File: src/rtl/binary_window_3x3.sv
// rtl/binary_window_3x3.sv - streaming 3x3 window generator for 1-bit raster pixels
// Optional popcount output enabled by defining WIN_POPCOUNT_EN.

module binary_window_3x3 #(
    parameter int IMG_WIDTH  = 28,
    parameter int IMG_HEIGHT = 28
) (
    input  logic       clk,
    input  logic       rst,
    input  logic       pix_in,
    input  logic       pix_valid,
    input  logic       pix_sof,
    output logic       pix_ready,
    output logic [8:0] win_out,
    output logic       win_valid,
    input  logic       win_ready,
`ifdef WIN_POPCOUNT_EN
    output logic [3:0] win_popcnt,
`endif
    output logic       win_last
);

    localparam int CW = $clog2(IMG_WIDTH);
    localparam int RW = $clog2(IMG_HEIGHT);

    localparam logic [1:0] S_IDLE   = 2'd0;
    localparam logic [1:0] S_FILL   = 2'd1;
    localparam logic [1:0] S_STREAM = 2'd2;

    logic [1:0]           state_q, state_d;
    logic [CW-1:0]        col_q, col_d;
    logic [RW-1:0]        row_q, row_d;
    logic [IMG_WIDTH-1:0] line1_q, line1_d;
    logic [IMG_WIDTH-1:0] line2_q, line2_d;
    logic [8:0]           arr_q, arr_d;
    logic [8:0]           arr_shift;
    logic [8:0]           wout_q, wout_d;
    logic                 wvalid_q, wvalid_d;
    logic                 wlast_q, wlast_d;
    logic [2:0]           new_col;
    logic                 accept, start, in_frame, emit, col_last, row_last;
`ifdef WIN_POPCOUNT_EN
    logic [3:0]           pc_q, pc_d;
`endif

    assign pix_ready = win_ready || !wvalid_q;
    assign win_out   = wout_q;
    assign win_valid = wvalid_q;
    assign win_last  = wlast_q;
`ifdef WIN_POPCOUNT_EN
    assign win_popcnt = pc_q;
`endif

    always_comb begin
        accept   = pix_valid && pix_ready;
        start    = accept && pix_sof;
        // Non-sof beats in IDLE are consumed but touch nothing.
        in_frame = accept && !pix_sof && (state_q != S_IDLE);
        col_last = (col_q == CW'(IMG_WIDTH - 1));
        row_last = (row_q == RW'(IMG_HEIGHT - 1));
        emit     = in_frame && (row_q >= RW'(2)) && (col_q >= CW'(2));

        // Column vector bit r: r=0 two rows up, r=1 one row up, r=2 current pixel.
        new_col  = {pix_in, line1_q[IMG_WIDTH-1], line2_q[IMG_WIDTH-1]};
        for (int r = 0; r < 3; r++) begin
            arr_shift[3*r]     = arr_q[3*r+1];
            arr_shift[3*r + 1] = arr_q[3*r+2];
            arr_shift[3*r + 2] = new_col[r];
        end

        state_d  = state_q;
        col_d    = col_q;
        row_d    = row_q;
        line1_d  = line1_q;
        line2_d  = line2_q;
        arr_d    = arr_q;
        wout_d   = wout_q;
        wvalid_d = wvalid_q;
        wlast_d  = wlast_q;

        if (start || in_frame) begin
            line1_d = {line1_q[IMG_WIDTH-2:0], pix_in};
            line2_d = {line2_q[IMG_WIDTH-2:0], line1_q[IMG_WIDTH-1]};
            arr_d   = arr_shift;
        end

        if (start) begin
            state_d = S_FILL;
            col_d   = CW'(1);
            row_d   = '0;
        end else if (in_frame) begin
            if (col_last) begin
                col_d = '0;
                row_d = row_q + RW'(1);
            end else begin
                col_d = col_q + CW'(1);
            end
            if (state_q == S_FILL && row_q == RW'(2) && col_q == CW'(2)) begin
                state_d = S_STREAM;
            end
            if (row_last && col_last) begin
                state_d = S_IDLE;
                col_d   = '0;
                row_d   = '0;
            end
        end

        if (emit) begin
            wvalid_d = 1'b1;
            wout_d   = arr_shift;
            wlast_d  = row_last && col_last;
        end else if (win_ready) begin
            wvalid_d = 1'b0;
            wlast_d  = 1'b0;
        end
    end

`ifdef WIN_POPCOUNT_EN
    always_comb begin
        pc_d = pc_q;
        if (emit) begin
            pc_d = '0;
            for (int i = 0; i < 9; i++) begin
                pc_d = pc_d + 4'(arr_shift[i]);
            end
        end
    end
`endif

    always_ff @(posedge clk) begin
        if (!rst) begin
            state_q  <= S_IDLE;
            col_q    <= '0;
            row_q    <= '0;
            line1_q  <= '0;
            line2_q  <= '0;
            arr_q    <= '0;
            wout_q   <= '0;
            wvalid_q <= 1'b0;
            wlast_q  <= 1'b0;
`ifdef WIN_POPCOUNT_EN
            pc_q     <= '0;
`endif
        end else begin
            state_q  <= state_d;
            col_q    <= col_d;
            row_q    <= row_d;
            line1_q  <= line1_d;
            line2_q  <= line2_d;
            arr_q    <= arr_d;
            wout_q   <= wout_d;
            wvalid_q <= wvalid_d;
            wlast_q  <= wlast_d;
`ifdef WIN_POPCOUNT_EN
            pc_q     <= pc_d;
`endif
        end
    end

endmodule

File: config.mk
export PLATFORM = sky130hd
export DESIGN_NAME = binary_window_3x3
export DESIGN_NICKNAME = d
export VERILOG_FILES = /design/src/rtl/binary_window_3x3.sv
export SDC_FILE = /design/constraint.sdc
export NUM_CORES = 1
export LEC_CHECK = 0
export ABC_AREA = 1
export BUFFER_PORTS_ARGS = -buffer_cell sky130_fd_sc_hd__buf_2
export CAP_MARGIN = 20
export CORE_AREA = 3 3 94 96
export DETAILED_ROUTE_END_ITERATION = 12
export DIE_AREA = 0 0 97 99
export MAX_ROUTING_LAYER = met4
export PLACE_DENSITY = 0.6
export SLEW_MARGIN = 20
export SYNTH_ARGS = -nofsm -noshare
export SYNTH_HDL_FRONTEND = slang
export SYNTH_SLANG_ARGS = --single-unit
File: constraint.sdc
create_clock -name clk -period 1.71 [get_ports clk]
set_clock_uncertainty 0.05 [all_clocks]
set_input_delay 0 -clock clk [delete_from_list [all_inputs] [get_ports clk]]
set_output_delay 0 -clock clk [all_outputs]
set_load 0.01 [all_outputs]
# Word-level counts from Yosys, hierarchy flattened
# Index checks and enable logic that the tools add are counted.
op_classes:
  add_sub_neg: 2
  n_lt_le_gt_ge: 2
  n_eq_ne: 5
  mux: 13
  n_bitwise: 1
  reduce_logical: 23
ops:
  columns: ["operator", "count"]
  rows:
  - ["5-bit two-way mux", 4]
  - ["5-bit by 1-bit adder with 5-bit output, second input constant", 2]
  - ["5-bit by 2-bit equality test with 1-bit output, second input constant", 2]
  - ["5-bit equality test, second input constant", 2]
  - ["5-bit by 2-bit greater-or-equal comparator with 1-bit output, second input constant", 2]
  - ["2-bit nonzero test", 5]
  - ["1-bit logical AND", 9]
  - ["1-bit two-way mux", 7]
  - ["2-bit AND reduction", 3]
  - ["2-bit two-way mux", 2]
  - ["3-bit nonzero test", 1]
  - ["2-bit by 1-bit equality test with 1-bit output, second input constant", 1]
  - ["1-bit logical NOT", 2]
  - ["1-bit logical OR", 2]
  - ["2-bit OR reduction", 1]
  - ["1-bit NOT", 1]
word_totals:
  register_bits: 88
  output_inout_bits: 12

# Longest topological paths before layout
logic_depth:
  word_depth: 8
  depth_mapped: 11
  mapped_depth_nobuf: 9

# Worst setup path after synthesis
# OpenSTA, ideal clock, no wires.
synth_timing:
  kind: "register -> register"
  from: "register col_q[1]"
  to: "register row_q[3]"
  setup_time_ns: 0.115
  arrival_ns: 1.219
  required_time_ns: 1.545
  setup_slack_ns: 0.325
  path_stages_with_launch: 9
  path_buffers: 0
  cell_sequence: "dfxtp_1 -> ha_1 -> nand4_1 -> inv_1 -> nand2_1 -> nor2_1 -> nand2_1 -> nand2_1 -> nor2_1"
synth_between:
  elab_chain_cells: 4
  elab_cells_between_ends: 5
  cone_classes: "eq/ne (1); mux (1); reduce/logical (3)"
synth_rtl:
  columns: ["item", "line_no", "text"]
  rows:
  - ["start, declared", "31", "logic [CW-1:0] col_q, col_d;"]
  - ["start signal, assigned", "146", "col_q <= col_d;"]
  - ["5-bit equality test *", "59", "col_last = (col_q == CW'(IMG_WIDTH - 1));"]
  - ["1-bit logical AND", "101", "if (row_last && col_last) begin"]
  - ["2-bit nonzero test (no source line)", null, null]
  - ["2-bit AND reduction (no source line)", null, null]
  - ["end signal, assigned", "147", "row_q <= row_d;"]
  - ["end, declared", "32", "logic [RW-1:0] row_q, row_d;"]
# Every way passes the cells marked *; elsewhere a longest branch is shown, timed or not.
# A chain may end at the register's enable or synchronous reset.

# Final worst setup path
# Same ends and word-level chain as after synthesis.

==> flow_summary.toml <==
[worst_setup_path]
crit_chain = "ha_1 > nand4_1 > nor2_1 > nand2_1 > nand2_1 > nor2_1"
startpoint_type = "flip-flop"
r2r-end = "row_q[3]"
r2r_cells = 6
required_ns = 1.90
crit_fanout = 5
reg2reg_from = "col_q[1]"
slowest_delay_ns = 0.40
arrival_ns = 1.73
slowest_stage = "dfxtp_1"
criticalPathCategory = "flip-flop to flip-flop"
r2r_slack_ns = 0.18
end_kind = "flip-flop"

[cts]
htree_levels = 3
clk_path_buf_depth = 2
cts.sinks = 81
clk_pin_slew_ns = 0.09
cts-buffers-inserted = 9
root_buffer = "clkbuf_8"
cts_tree = "yes"
insertion_delay_ns = 0.34

[worst_hold_path]
hold_path_end = "state_q[0]"
holdPathStages = 5
worstHoldStart = "pix_valid"
hp-class = "input port to flip-flop"

[sta]
rsz0062_at_grt = "no"
min_period_ns = 1.53
setup_viol = 0
finalHoldViolCount = 0
post-route-period-util_pct = 89.6
worstMarginPinSlew_ns = 0.483
slew_viol_final = 0
max_freq_ghz = 0.653
fin_tns_setup_ns = 0
max_slew_margin_pct = 67.8

[place]
place_congestion = 0.797
dp_hpwl_um = 3580
io_buffer_count = 17
place_area_um2 = 3320

[synthesis]
ys_top_cells_by_area = "dfxtp_1 (51%), nor2_1 (13%), o21ai_0 (9.1%)"
yosysTopAreaCell = "dfxtp_1"
avgSynthCellArea_um2 = 7.91
synth_seq_area_share_pct = 50.6
ys_warn_count = 0
syn_inst = 405
syn_nets = 415
synth_top_area_share_pct = 50.6
netlist_area_um2 = 3200
ys_seq_elements = 81
ys_types = 24

[floorplan]
io-pin-count = 18
row_count = 33
dieArea_um2 = 9600
core-area_um2 = 8130
die_h_um = 99
start_util_pct = 39.4
die_w_um = 97

[final_layout]
area_growth_pct = 12.3
stdcell_area_um2 = 3590
drive_above_1_share_pct = 17.1
diodes = 0
finalNetCount = 431

[drt]
drcViolationCount = 0
drt_wl_total_um = 5650
via_count = 2534
dr.first_iter.drc_count = 139
dr.pass1.iters = 4
antenna_left = 0
vias_per_cell = 4.77
post_drt_wl_per_cell_um = 10.6

[global_route]
track_usage_pct = 13.0
grt_pass1_wl_um = 10300
grt_max_degree = 59
overflow = 0
antenna_found_initial = 0
grt_pass1_vias = 2293

[pwr]
p_total_uw = 3840
leakage_uw = 0.00152
power.density_nw_per_um2 = 1070
peakVddDrop_mv = 0.563

[run]
cap_violations = 0

[status]
status = "complete, no violations"
layout by cell type, fill, tap and decap left out:
| master | netlist | routed |
|---|---|---|
| a21oi_1 | 20 | 20 |
| nor2_8 | 1 | 1 |
| nand3_1 | 11 | 10 |
| nor3b_1 | 1 | 1 |
| buf_4 | 0 | 8 |
| inv_6 | 0 | 2 |
| o21ai_1 | 4 | 4 |
| nand4_1 | 17 | 17 |
| clkinv_2 | 0 | 2 |
| inv_2 | 2 | 3 |
| nor2_2 | 20 | 20 |
| dlygate4sd3_1 | 0 | 4 |
| nand2_2 | 2 | 3 |
| clkinvlp_4 | 0 | 2 |
| o21bai_1 | 1 | 1 |
| buf_2 | 10 | 17 |
| nand2_1 | 28 | 27 |
| nand3_2 | 0 | 1 |
| nand2_4 | 3 | 3 |
| bufinv_16 | 0 | 2 |
| dfxtp_1 | 81 | 81 |
| xor2_1 | 1 | 1 |
| clkbuf_8 | 0 | 9 |
| ha_1 | 4 | 4 |
| inv_1 | 16 | 15 |
| o21ai_0 | 58 | 58 |
| nor2_1 | 110 | 110 |
timing repair:
item / CTS / global route
hold buffers: 4 / 0
setup endpoints to repair: 0 / 54
setup buffers: 0 / 1
endpoints found under the hold margin: 11 / 0
resized for setup: 0 / 4
per-stage QoR:
step | setup slack [ns] | instances | hold slack (ns) | utilization [%]
after CTS | 0.0599 | 530 | 0.0544 | 44.0
after global routing | 0.0283 | 531 | 0.0841 | 44.2
after floorplan | 0.325 | 405 | 0.0494 | -
after detailed placement | 0.0730 | 510 | 0.218 | 40.8
final | 0.178 | 531 | 0.0711 | 44.2
after global placement | 0.103 | 510 | 0.207 | 40.8
per-layer routing:
layer  wire [um]  vias to the layer above  GRT usage (%)
met5           0                        -              -
met4          53                        0           4.00
met3         282                        4           4.53
met2        2460                       53           19.8
met1        2850                     1123           16.2
li1            -                     1354              -
area by class of cell:
type | count | area [um^2]
Timing Repair Buffer | 29 | 185
Tap cell | 105 | 131
Inverter | 19 | 76.3
Multi-Input combinational cell | 281 | 1360
Sequential cell | 81 | 1620
Fill cell | 817 | 4540
Clock buffer | 9 | 124
Clock inverter | 7 | 93.8
synthesized netlist by cell type, drive strengths merged:
cell type / instances
xor2: 1
a21oi: 20
o21ai: 62
dfxtp: 81
nor3b: 1
inv: 19
nand4: 17
buf: 16
o21bai: 1
nand2: 33
nand3: 11
nor2: 131
clkbuf: 8
ha: 4
cells by family after synthesis:
family          count (synthesis)  synth area share (%)
compound gates                 83                  13.1
buf+inv                        43                  7.03
xor+xnor                        1                 0.274
flops                          81                  50.6
simple gates                  193                  27.4
fa+ha+maj                       4                  1.56
where the power goes:
part | total [uW] | switching, uW | internal (uW)
sequential | 2050 | 58.6 | 2000
combinational | 283 | 183 | 101
clock | 1510 | 684 | 822
state kept, by name, summed over array words and instances (netlist names):
register and cells:
win_out 9, arr_q 2, win_last 1, win_valid 1
row_q 5, line2_q 28, col_q 5, line1_q 28
state_q 2
worst max-delay path: cells and delay by family (launching register included):
kind                       cells  cell delay [ns]
and+or+nand+nor                5             0.75
DFF                            1             0.40
adders and majority gates      1             0.24
worst max-delay path by stage:
| stage | from | endpoint | depth (start not counted) |
|---|---|---|---|
| global route | state_q[0] | win_last | 8 |
| finish | col_q[1] | row_q[3] | 6 |
| detailed placement | state_q[0] | win_last | 8 |
| floorplan | col_q[1] | row_q[3] | 8 |
| CTS | state_q[0] | win_last | 8 |
| global placement | col_q[1] | row_q[3] | 8 |
Note: power is estimated with default switching activity, not from simulation.
